## src/rtl/rc4_ksa.sv

```systemverilog
// rc4_ksa: RC4 key-scheduling pass that permutes an external S RAM in place.
module rc4_ksa #(
  parameter int KEY_BYTES = 3
) (
  input  logic                   clk,
  input  logic                   rst,
  input  logic                   en,
  output logic                   rdy,
  input  logic [8*KEY_BYTES-1:0] key,
  output logic [7:0]             s_addr,
  input  logic [7:0]             s_rddata,
  output logic [7:0]             s_wrdata,
  output logic                   s_wren
);
  localparam int KW = KEY_BYTES > 1 ? $clog2(KEY_BYTES) : 1;
  typedef enum logic [2:0] {IDLE, RD_I, WT_I, RD_J, WT_J, WR_I, WR_J} state_t;
  state_t                 state_q;
  logic [8*KEY_BYTES-1:0] key_q;
  logic [7:0]             i_q, j_q, si_q, kb, j_d;
  logic [KW-1:0]          kidx_q, kidx_d;
  always_comb begin
    kb = '0;
    for (int k = 0; k < KEY_BYTES; k++)
      if (kidx_q == KW'(k)) kb = key_q[8*(KEY_BYTES-1-k) +: 8];
  end
  assign j_d    = j_q + s_rddata + kb;
  assign kidx_d = kidx_q == KW'(KEY_BYTES-1) ? '0 : kidx_q + KW'(1);
  // Outputs are registered, so each transition loads the values the next state presents.
  always_ff @(posedge clk) begin
    if (rst) begin
      state_q  <= IDLE;
      rdy      <= 1'b1;
      s_wren   <= 1'b0;
      s_addr   <= '0;
      s_wrdata <= '0;
      i_q      <= '0;
      j_q      <= '0;
      kidx_q   <= '0;
    end else begin
      case (state_q)
        IDLE: if (en) begin
          key_q   <= key;
          i_q     <= '0;
          j_q     <= '0;
          kidx_q  <= '0;
          rdy     <= 1'b0;
          s_addr  <= '0;
          state_q <= RD_I;
        end
        RD_I: begin
          s_addr  <= i_q;
          state_q <= WT_I;
        end
        WT_I: begin
          si_q    <= s_rddata;
          j_q     <= j_d;
          s_addr  <= j_d;
          state_q <= RD_J;
        end
        RD_J: begin
          s_addr  <= j_q;
          state_q <= WT_J;
        end
        WT_J: begin
          s_addr   <= i_q;
          s_wrdata <= s_rddata;
          s_wren   <= 1'b1;
          state_q  <= WR_I;
        end
        WR_I: begin
          s_addr   <= j_q;
          s_wrdata <= si_q;
          state_q  <= WR_J;
        end
        WR_J: begin
          s_wren <= 1'b0;
          if (i_q == 8'hFF) begin
            rdy     <= 1'b1;
            state_q <= IDLE;
          end else begin
            i_q     <= i_q + 8'd1;
            s_addr  <= i_q + 8'd1;
            kidx_q  <= kidx_d;
            state_q <= RD_I;
          end
        end
        default: state_q <= IDLE;
      endcase
    end
  end
endmodule

```

## config.mk

```make
export PLATFORM = sky130hd
export DESIGN_NAME = rc4_ksa
export DESIGN_NICKNAME = d
export VERILOG_FILES = /design/src/rtl/rc4_ksa.sv
export SDC_FILE = /design/constraint.sdc
export NUM_CORES = 1
export LEC_CHECK = 0
export ABC_AREA = 1
export CAP_MARGIN = 0
export CORE_MARGIN = 3
export CORE_UTILIZATION = 39
export CTS_CLUSTER_SIZE = 40
export DETAILED_ROUTE_END_ITERATION = 7
export HOLD_SLACK_MARGIN = 0.1
export PLACE_DENSITY = 0.65
export RECOVER_POWER = 50
export SYNTH_ARGS = -nofsm -noshare
export SYNTH_HDL_FRONTEND = slang
export SYNTH_SLANG_ARGS = --single-unit
```

## constraint.sdc

```tcl
create_clock -name clk -period 2.9 [get_ports clk]
set_clock_uncertainty 0.1 [all_clocks]
set_input_delay 0.435 -clock clk [delete_from_list [all_inputs] [get_ports clk]]
set_output_delay 0.435 -clock clk [all_outputs]
set_load 0.02 [all_outputs]
```

Word-level counts from Yosys, hierarchy flattened:

Index checks and enable logic that the tools add are counted.

* add/subtract/negate cells: 4
* multiplexer cells: 20
* bitwise operators: 1
* equality and inequality tests: 12
* reduce and logical (&&, ||, !) cells: 15

Operator list (count)
* case mux 8 bit (2 select lines): 3
* two-way mux 8 bit: 5
* case mux 8 bit (5 select lines): 1
* case mux 3 bit (7 select lines): 1
* adder 8 bit: 2
* AND reduction 3 bit: 4
* equality test 3 bit (second input constant): 3
* adder 8 x 1 -> 8 bit (second input constant): 1
* equality test 8 bit (second input constant): 1
* nonzero test 2 bit: 4
* equality test 3 x 2 -> 1 bit (second input constant): 2
* two-way mux 2 bit: 3
* != test 2 bit (second input constant): 3
* nonzero test 5 bit: 1
* case mux 1 bit (2 select lines): 2
* case mux 2 bit (2 select lines): 1
* AND reduction 2 bit: 2
* OR reduction 2 bit: 2
* equality test 3 x 1 -> 1 bit (second input constant): 1
* logical NOT 3 bit: 1
* two-way mux 1 bit: 3
* two-way mux 3 bit: 1
* adder 2 x 1 -> 2 bit (second input constant): 1
* equality test 2 x 1 -> 1 bit (second input constant): 1
* 3 further kinds: 3

* word-level logic and storage cells: 62
* flip-flop bits (word level): 71

Longest topological paths before layout:

Gate-level depths: netlist (run 1).

* depth after elaboration: 6
* gate-level depth with buffers: 17
* mapped depth without buffers: 17

Worst setup path before layout (run 1):

Ideal clock, no wire load.

* kind: register -> register
* start point: reg kidx_q[1]
* end point: reg s_addr[5]
* clock period less this slack: 2.812 ns
* data arrival time: 2.641 ns
* setup slack: 0.088 ns
* stages on the path, launching flop included: 17
* cell sequence: dfxtp_1 > inv_1 > nor2_1 > a22o_1 > a21oi_1 > fa_1 > inv_1 > ha_1 > fa_1 > inv_1 > nor2_1 > nor2_1 > xnor2_1 > nand2_1 > nand3_1 > nand2_1 > a21oi_1

* cells in the longest elaborated chain, start to end: 6
* elaborated cells on any way between the ends: 8
* classes of those cells: 1 x add/sub; 2 x eq/ne; 4 x mux; 1 x reduce/logical

RTL lines
* from (decl): line 20 `logic [KW-1:0] kidx_q, kidx_d;`
* from (signal assigned): line 83 `kidx_q <= kidx_d;`
* logical NOT 2 bit: line 24 `if (kidx_q == KW'(k)) kb = key_q[8*(KEY_BYTES-1-k) +: 8];`
* two-way mux 8 bit (2 in a row): line 24
* two-way mux 8 bit *: line 24
* adder 8 bit *: line 26 `assign j_d = j_q + s_rddata + kb;`
* case mux 8 bit (5 select lines) *: line 40 `case (state_q)`
* to (signal assigned): line 51 `s_addr <= i_q;`
* to (signal assigned): line 57 `s_addr <= j_d;`
* to (signal assigned): line 61 `s_addr <= j_q;`
* to (decl): line 10 `output logic [7:0] s_addr,`

Mark *: on every way between the ends. The rest lies on a longest branch, timed or not.
A chain may end at the register's enable or synchronous reset.

Worst setup path in the final report (run 1):

* start point: reg kidx_q[1]
* end point: reg s_addr[2]

The elaborated chain is that of the path after synthesis.

==> metrics.txt, run 1 <==
Setup Total Neg Slack=0 ps; Area contributors post-synth=edfxtp_1, dfxtp_1, nand2_1; FF-to-FF End=s_addr[2]; Multi-input gate area=0.00143 mm^2; Startpoint Class=register; reg2reg path depth=12; initial antenna violation count=0; Clock Pin Slew Worst Setup and Hold Paths=70 ps; max-slew violations=0; WP data arrival=2860 ps; WL/cell=13.4 um; Initial Utilization=40.7%; kind of cell adding the most delay to the critical path=adder cells; peak supply drop=359 uV; clock sink count=71; CTS Buf Count=9; number of antenna cells inserted=0; routed wire length=7.72 mm; Total Power=2.38 mW; Post-Synth Simple-Gate Area=22.1%; slew of the pin with the lowest slew margin=1280 ps; Synth cell types=34; IO Pins=53; CTS H-Tree Depth=3; Syn Area/Cell=8.60 um^2; total die area=0.00987 mm^2; Layout area overhead=27.7%; final hold slack=369 ps; GRT Total Usage=16.3%; RSZ-0062 raised after global routing=false; number of global-route vias before repair=2634; CP Capture Type=register; register area share after synthesis=51.3%; final setup vio count=0; DRC=0; Reg area=0.00174 mm^2; Starting DRT DRC Count=159; setup slack, reg-to-reg=170 ps; multiplexer share of the synthesized area=0%; final antenna-violating net count=0; Hold/Removal Path Class=register to register; worst skew pair latency=350 ps; share of post-route cells with drive strength above 1=11.9%; Clock Tree Root=clkbuf_8; CP cell instances=inv_1 -> nor2_2 -> a22o_1 -> a21oi_2 -> fa_1 -> inv_1 -> ha_1 -> fa_2 -> nand2_1 -> nand2_1 -> a221oi_1 -> a21oi_1; Yosys warning count=0; relative slew slack=14.7%; die height=99.3 um; core area=0.00834 mm^2; hold path cells=2; Max Clk Rate=366 MHz; first-pass GRT wire length=12.5 mm; PortBufs=52; clock buffer depth=2; final net count=516; slowest CP cell=fa_2; post-synthesis xor/xnor area fraction=0.516%; worst stage delay on the critical path=460 ps; Rows=33; Synth Net Count=445; Max Cap Violations=0; CP Data Required Time=3030 ps; Synth Area in Compound Gates=12.1%; HP Start=j_q[1]; chip width=99.3 um; Critical path buffers and inverters=2; worst-path fanout max=3; via/cell ratio=4.89; cells after synthesis=395; Post-Syn Area=0.00340 mm^2; TritonCTS clock tree=done; top cell type's share of synthesized area=28.3%; status=completed; worst setup margin=169 ps; largest family of logic cells by synthesized area=simple AND/OR/NAND/NOR gates; crit path kind=register to register; leading area contributor after synthesis=edfxtp_1; Filler cells=803; Via Count=2816; minimum clock period=2730 ps; flops & latches, synth=71; fin crit share=94.2%; 1st-pass router iterations=4; total congestion overflow=0; final hold vios=0; largest net degree at the start of global routing=26; Adder-Cell Fraction of Synth Area=7.29%; WHS Endpoint=j_q[1]; GPL Wtd Cong=0.977; pre-CTS WS=-184 ps; LEAKAGE=1.78 nW; Reg-to-Reg Start=kidx_q[1]; placed wire-length estimate=6.00 mm; Pwr per Cell Area=549 mW/mm^2
power by group:
| group | internal [mW] | switching, mW | total [mW] |
|---|---|---|---|
| Clock | 0.483 | 0.376 | 0.859 |
| Sequential | 1.10 | 0.0337 | 1.13 |
| Combinational | 0.167 | 0.222 | 0.389 |
through the flow:
stage,instances,area [um^2],util [%]
finish,576,4340,52.0
global route,576,4340,52.0
CTS,575,4330,51.9
detailed placement,559,4120,49.4
global placement,559,4120,49.4
floorplan,395,3400,-
worst min-delay path, stage by stage, from the launching register on:
cell and delay (ps):
dfxtp_1 310, nand2_1 60, a21oi_1 50
final cells by class:
| type | instances | share of cell area [%] |
|---|---|---|
| repair buffers | 67 | 14.4 |
| multi-input cells | 267 | 33.0 |
| well taps | 105 | 3.03 |
| clock buffers | 10 | 2.94 |
| flip-flops and latches | 71 | 40.2 |
| clock inverters | 6 | 1.96 |
| inverters | 50 | 4.39 |
registers in the layout, indices dropped and copies added, names as in the netlist:
register and count:
j_q 8, rdy 1, s_addr 8, kidx_q 2, si_q 8, state_q 3, s_wrdata 8, s_wren 1
i_q 8, key_q 24
repair_timing:
action,4_1_cts,5_1_grt
gates resized for setup,0,7
setup endpoints to repair,0,8
hold buffers,0,0
buffers inserted,0,1
layout by cell type (no fill, tap or decap), drive strengths merged:
cell type	n
nand2	112
inv	51
dfxtp	39
a21oi	33
dlygate4sd3	32
edfxtp	32
nor2	32
o21ai	25
nand3	23
clkdlybuf4s50	20
buf	13
clkbuf	12
fa	8
ha	7
nor3	6
a31oi	6
a22oi	3
o2111ai	2
nand4	2
bufinv	2
clkinv	2
o31ai	1
a22o	1
nand3b	1
a221oi	1
a211oi	1
a21o	1
xnor2	1
xor2	1
clkinvlp	1
routing by layer:
metal	wire, um	GRT usage [%]	vias up
li1	-	-	1453
met1	3540	21.9	1287
met2	3690	26.0	68
met3	401	3.23	8
met4	89	6.51	0
met5	0	0	-
cells in the mapped netlist (all sizes together):
library cell  count
a211oi            1
a21o              1
a21oi            33
a221oi            1
a22o              1
a22oi             3
a31oi             6
buf               3
clkbuf            4
dfxtp            39
edfxtp           32
fa                8
ha                7
inv              50
nand2           112
nand3            23
nand3b            1
nand4             2
nor2             32
nor3              6
o2111ai           2
o21ai            25
o31ai             1
xnor2             1
xor2              1
worst max-delay path by stage:
stage / start / end / slack, ps / cells after the start
3_5_place_dp: s_rddata[1] / s_addr[5] / -180 / 14
2_1_floorplan: kidx_q[1] / s_addr[5] / 90 / 16
4_1_cts: kidx_q[0] / s_addr[5] / 4 / 15
3_3_place_gp: s_rddata[1] / s_addr[5] / -130 / 14
6_report: kidx_q[1] / s_addr[2] / 170 / 12
5_1_grt: kidx_q[1] / s_addr[5] / 8 / 16
kinds of logic (layout without fill, tap and decap cells):
family,count (synthesis),in the layout
compound gates,74,74
buf+inv,57,133
simple gates,176,176
fa+ha+maj,15,15
flops,71,71
xor+xnor,2,2
No activity file was read; power rests on OpenSTA's default activity.
==> run 2, diff against run 1 <==
--- a/config.mk
+++ b/config.mk
@@ -11,8 +11,9 @@
 export CORE_UTILIZATION = 39
 export CTS_CLUSTER_SIZE = 40
 export DETAILED_ROUTE_END_ITERATION = 7
+export GPL_TIMING_DRIVEN = 1
 export HOLD_SLACK_MARGIN = 0.1
-export PLACE_DENSITY = 0.65
+export PLACE_DENSITY = 0.63
 export RECOVER_POWER = 50
 export SYNTH_ARGS = -nofsm -noshare
 export SYNTH_HDL_FRONTEND = slang
==> constraint.sdc (replaced) <==
create_clock -name clk -period 2.69 [get_ports clk]
set_clock_uncertainty 0.1 [all_clocks]
set_input_delay 0.4035 -clock clk [delete_from_list [all_inputs] [get_ports clk]]
set_output_delay 0.4035 -clock clk [all_outputs]
set_load 0.02 [all_outputs]
==> metrics.txt, run 2 (same netlist as run 1, synthesis figures left out) <==
TritonCTS clock tree=done; fin crit share=98.4% (+4.2 points); IO Pins=53 (unchanged); final setup vio count=0 (unchanged); commonest non-fill, non-tap cell in the layout=nand2_1; slew of the pin with the lowest slew margin=622 ps (-657 ps); die height=99.3 um (unchanged); GPL Wtd Cong=0.938 (-4.0%); Hold/Removal Path Class=register to register; PortBufs=52 (unchanged); Clock Tree Root=clkbuf_8; worst skew pair latency=340 ps (about the same); Post-CTS Hold Fix Bufs=0 (unchanged); number of global-route vias before repair=2658 (+0.91%); M3 GR Usage=3.37% (+0.14 points); status=completed; first-pass GRT wire length=12.8 mm (+2.0%); 1st-pass router iterations=4 (unchanged); Starting DRT DRC Count=217 (+36%); placed insts=566 (+1.3%); GRT Total Usage=16.7% (+0.42 points); RSZ-0062 raised after global routing=true; share of post-route cells with drive strength above 1=22.7% (+11 points); relative slew slack=58.3% (+44 points); LEAKAGE=1.86 nW (+4.7%); via/cell ratio=4.96 (+1.5%); Max Clk Rate=378 MHz (+3.2%); Via Count=2902 (+3.1%); non-filler instance count after layout=585 (+1.6%); total die area=0.00987 mm^2 (unchanged); WL/cell=14.2 um (+5.6%); slowest CP cell=fa_1; Initial Utilization=40.7% (unchanged); final hold vios=0 (unchanged); initial antenna violation count=0 (unchanged); Top reg by flops=key_q; largest net degree at the start of global routing=26 (unchanged); clock sink count=71 (unchanged); final hold slack=371 ps (+1.18 ps); final antenna-violating net count=0 (unchanged); minimum clock period=2650 ps (-83.8 ps); CP Data Required Time=2860 ps (-170 ps); core area=0.00834 mm^2 (unchanged); met1 Use GR=21.9% (+0.089 points); number of antenna cells inserted=0 (unchanged); worst-path fanout max=4 (+1); most frequent cells in the layout=nand2_1, dfxtp_1, inv_1; CP cell instances=inv_4 -> nor2_4 -> a22o_1 -> a21oi_2 -> fa_1 -> inv_1 -> ha_2 -> fa_2 -> nand2_1 -> inv_1 -> nor3_2 -> inv_1 -> o2111ai_2 -> nand2_1 -> a21oi_1; peak supply drop=264 uV (-26%); Crit path top cell by count=inv_1; chip width=99.3 um (unchanged); Startpoint Class=register; routed wire length=8.28 mm (+7.3%); max reg flops=24 (unchanged); DRC=0 (unchanged); Rows=33 (unchanged); CTS H-Tree Depth=3 (unchanged); total congestion overflow=0 (unchanged); busiest layer in global routing=met2; worst stage delay on the critical path=480 ps (+20 ps); CP Capture Type=register; placed wire-length estimate=6.13 mm (+2.1%); Max Cap Violations=0 (unchanged); WP data arrival=2820 ps (-40 ps); clock buffer depth=2 (unchanged); Layout area overhead=34.8%; GRT met2 Usage=27.1% (+1.1 points); CTS Buf Count=9 (unchanged); Clock Pin Slew Worst Setup and Hold Paths=80 ps (about the same); max-slew violations=0 (unchanged); Pwr per Cell Area=550 mW/mm^2 (+0.10%); final net count=525 (+1.7%); crit path kind=register to register
run 2: power by group:
group	switching [mW]	internal (mW)
clock network	0.400	0.390
registers	0.0366	1.18
logic	0.281	0.225
run 2: worst paths after layout:
path | slack (ps) | startpoint | end | cells past startpoint
setup / recovery | 40 | kidx_q[1] | s_addr[3] | 15
hold / removal | 370 | s_addr[1] | s_addr[1] | 2
setup reg to reg | 40 | kidx_q[1] | s_addr[3] | 15
hold reg to reg | 370 | s_addr[1] | s_addr[1] | 2
run 2: metrics by stage:
step | util [%] | instance area (um^2) | worst slack [ps] | total power [mW] | TNS [ps]
floorplan | - | 3410 | 3.93 | 1.50 | 0
global placement | 50.2 | 4180 | -316 | 1.67 | -2080
detailed placement | 50.2 | 4180 | -391 | 1.68 | -2720
CTS | 52.9 | 4410 | 2.77 | 2.48 | 0
global route | 54.9 | 4580 | -111 | 2.65 | -370
finish | 54.9 | 4580 | 42.9 | 2.52 | 0
run 2: metal layers:
layer / vias up / part of all wire [%] / wire length, um
met3: 16 / 6.2 / 516
met4: 0 / 2.2 / 178
met2: 85 / 48 / 3940
li1: 1472 / - / -
met1: 1329 / 44 / 3650
met5: - / 0 / 0
run 2: area by class of cell:
class                   count  area [um^2]
clock buffers              13          160
inverters                  50          193
well taps                 105          131
repair buffers             76          702
fillers                   791         3760
flip-flops and latches     71         1750
multi-input cells         267         1630
clock inverters             3         16.3
run 2: worst max-delay path, delay by kind of cell, from the launching register on:
kind                     cells  cell delay (ps)
adder cells (fa/ha/maj)      3             1050
AO/OA/AOI/OAI                4              400
AND/OR/NAND/NOR              4              390
buffers and inverters        4              240
flip-flops                   1              380
run 2: what timing repair did:
action                     4_1_cts  5_1_grt
setup endpoints to repair       11       10
resized for setup               12       43
setup buffers                    0        3
hold endpoints to repair         0        0
pin swaps                        2       19
==> run 3, diff against run 2 <==
--- a/config.mk
+++ b/config.mk
@@ -8,12 +8,13 @@
 export ABC_AREA = 1
 export CAP_MARGIN = 0
 export CORE_MARGIN = 3
-export CORE_UTILIZATION = 39
+export CORE_UTILIZATION = 56
+export CTS_BUF_LIST = sky130_fd_sc_hd__clkbuf_4 sky130_fd_sc_hd__clkbuf_8
 export CTS_CLUSTER_SIZE = 40
 export DETAILED_ROUTE_END_ITERATION = 7
 export GPL_TIMING_DRIVEN = 1
 export HOLD_SLACK_MARGIN = 0.1
-export PLACE_DENSITY = 0.63
+export PLACE_DENSITY = 0.85
 export RECOVER_POWER = 50
 export SYNTH_ARGS = -nofsm -noshare
 export SYNTH_HDL_FRONTEND = slang
==> metrics.txt, run 3 (same netlist as run 1, synthesis figures left out) <==
FF-to-FF End=s_addr[5]; 1st-pass router iterations=7 (+3); combinational share of power=18.5% (-1.6 points); worst setup margin=-52.1 ps (-95.0 ps); Via Count=3045 (+4.9%); slew of the pin with the lowest slew margin=620 ps (-1.41 ps); RSZ-0062 raised after global routing=true; worst skew pair latency=350 ps (about the same); Total Power=2.77 mW (+9.9%); Max Cap Violations=0 (unchanged); via/cell ratio=5.50 (+11%); placed insts=532 (-6.0%); CP Capture Type=register; Starting DRT DRC Count=233 (+7.4%); CTS Buf Count=9 (unchanged); max reg flops=24 (unchanged); CTS H-Tree Depth=3 (unchanged); relative slew slack=58.7% (+0.37 points); core area=0.00568 mm^2 (-32%); WHS Endpoint=s_addr[2]; final net count=527 (+0.38%); routed wire length=8.94 mm (+8.0%); Layout area overhead=36.1%; total die area=0.00704 mm^2 (-29%); GRT Total Usage=24.6% (+7.9 points); CP cell instances=inv_4 -> nor2_4 -> a22o_1 -> a21oi_2 -> fa_1 -> inv_2 -> ha_4 -> fa_2 -> inv_2 -> nor2_2 -> nor2_1 -> xnor2_1 -> nand2_1 -> nand3_1 -> nand2_1 -> a21oi_2; GPL Wtd Cong=0.956 (+1.8%); most frequent cells in the layout=nand2_1, dfxtp_1, inv_1; Pwr per Cell Area=599 mW/mm^2 (+8.9%); non-filler instance count after layout=554 (-5.3%); Setup Total Neg Slack=-52.1 ps (-52.1 ps); highest routed layer=met4; slowest CP cell=fa_1; DRC=0 (unchanged); switching power share of the total=26.3% (-2.2 points); failing checks=negative setup slack; Startpoint Class=register; first-pass GRT wire length=13.5 mm (+5.9%); worst-path fanout max=6 (+2); Clock Tree Root=clkbuf_8; Top reg by flops=key_q; Sequential Power Share=44.2% (-4.3 points); commonest non-fill, non-tap cell in the layout=nand2_1; WL/cell=16.1 um (+14%); die height=83.9 um (-16%); Reg-to-Reg Start=kidx_q[1]; chip width=83.9 um (-16%); NetSw=0.729 mW (+1.4%); fin crit share=102% (+3.5 points); HP Start=s_addr[2]; Hold/Removal Path Class=register to register; largest net degree at the start of global routing=26 (unchanged); worst stage delay on the critical path=520 ps (+40 ps); minimum clock period=2740 ps (+95.0 ps); final setup vio count=1 (+1); Multi-input gate area=0.00163 mm^2 (unchanged); placed wire-length estimate=6.10 mm (-0.40%); final antenna-violating net count=0 (unchanged); reg2reg path depth=16 (+1); number of antenna cells inserted=0 (unchanged); Clock Pin Slew Worst Setup and Hold Paths=80 ps (about the same); WP data arrival=2930 ps (+110 ps); TritonCTS clock tree=done; hold path cells=2 (unchanged); WL met2=4.46 mm (+13%); clock buffer depth=2 (unchanged); crit path from=kidx_q[1]; WL met1=3.75 mm (+2.8%); setup slack, reg-to-reg=-50 ps (-100 ps); Filler cells=368 (-53%); clock sink count=71 (unchanged); Reg area=0.00175 mm^2 (unchanged); CP Data Required Time=2880 ps (+20 ps); number of global-route vias before repair=2937 (+10%); met3 WL post-DR=561 um (+8.7%); Max Clk Rate=365 MHz (-3.5%); status=complete, but fails checks; end-of-flow core utilization=81.4% (+27 points); initial antenna violation count=0 (unchanged); LEAKAGE=1.89 nW (+1.4%); PortBufs=52 (unchanged); Int Power=2.04 mW (+13%); crit path kind=register to register; total congestion overflow=0 (unchanged); share of post-route cells with drive strength above 1=22.2% (-0.51 points); Rows=27 (-18%); clock network fraction of total power=37.3% (+5.9 points); final hold slack=365 ps (-5.54 ps); max-slew violations=0 (unchanged); IO Pins=53 (unchanged); final hold vios=0 (unchanged); Post-CTS Hold Fix Bufs=0 (unchanged); peak supply drop=528 uV (+100%); Initial Utilization=59.9% (+19 points)
-- run 3: area by class of cell --
class	instances	area share (%)
Clock buffer	10	2.84
Sequential cell	71	37.8
Multi-Input combinational cell	267	35.2
Inverter	50	4.22
Clock inverter	6	2.33
Tap cell	72	1.95
Timing Repair Buffer	78	15.6
-- run 3: routing by layer --
| metal | GRT usage, % | vias to the layer above |
|---|---|---|
| met5 | 0 | - |
| met4 | 7.02 | 0 |
| met3 | 6.02 | 15 |
| met2 | 42.3 | 111 |
| met1 | 30.7 | 1440 |
| li1 | - | 1479 |
-- run 3: repair_timing --
item,CTS,global route
resized for setup,11,44
endpoints found under the setup margin,10,10
pin swaps,2,12
buffers inserted,0,6
-- run 3: power groups by stage --
stage	combinational [mW]	sequential, mW	clock [mW]
final	0.512	1.22	1.03
after global routing	0.563	1.23	1.09
after CTS	0.441	1.22	1.03
after detailed placement	0.428	1.25	0
after global placement	0.422	1.24	0
after floorplan	0.242	1.26	0
-- run 3: how the worst max path moves through the flow --
stage	endpoint	slack, ps
CTS	s_addr[5]	-9
global route	s_addr[5]	-190
floorplan	s_addr[5]	4
detailed placement	s_addr[5]	-350
global placement	s_addr[5]	-320
finish	s_addr[5]	-50
-- run 3: worst max-delay path: cells and delay by family (launching register included) --
kind	cells	cell delay [ps]
compound gates	3	310
xor+xnor	1	140
fa+ha+maj	3	1050
buf+inv	3	190
flops	1	400
simple gates	6	490
-- run 3: per-stage QoR --
step | worst slack (ps) | instance area, um^2
2_1_floorplan | 3.93 | 3410
3_3_place_gp | -320 | 4140
3_5_place_dp | -352 | 4140
4_1_cts | -8.63 | 4400
5_1_grt | -191 | 4620
6_report | -52.1 | 4620
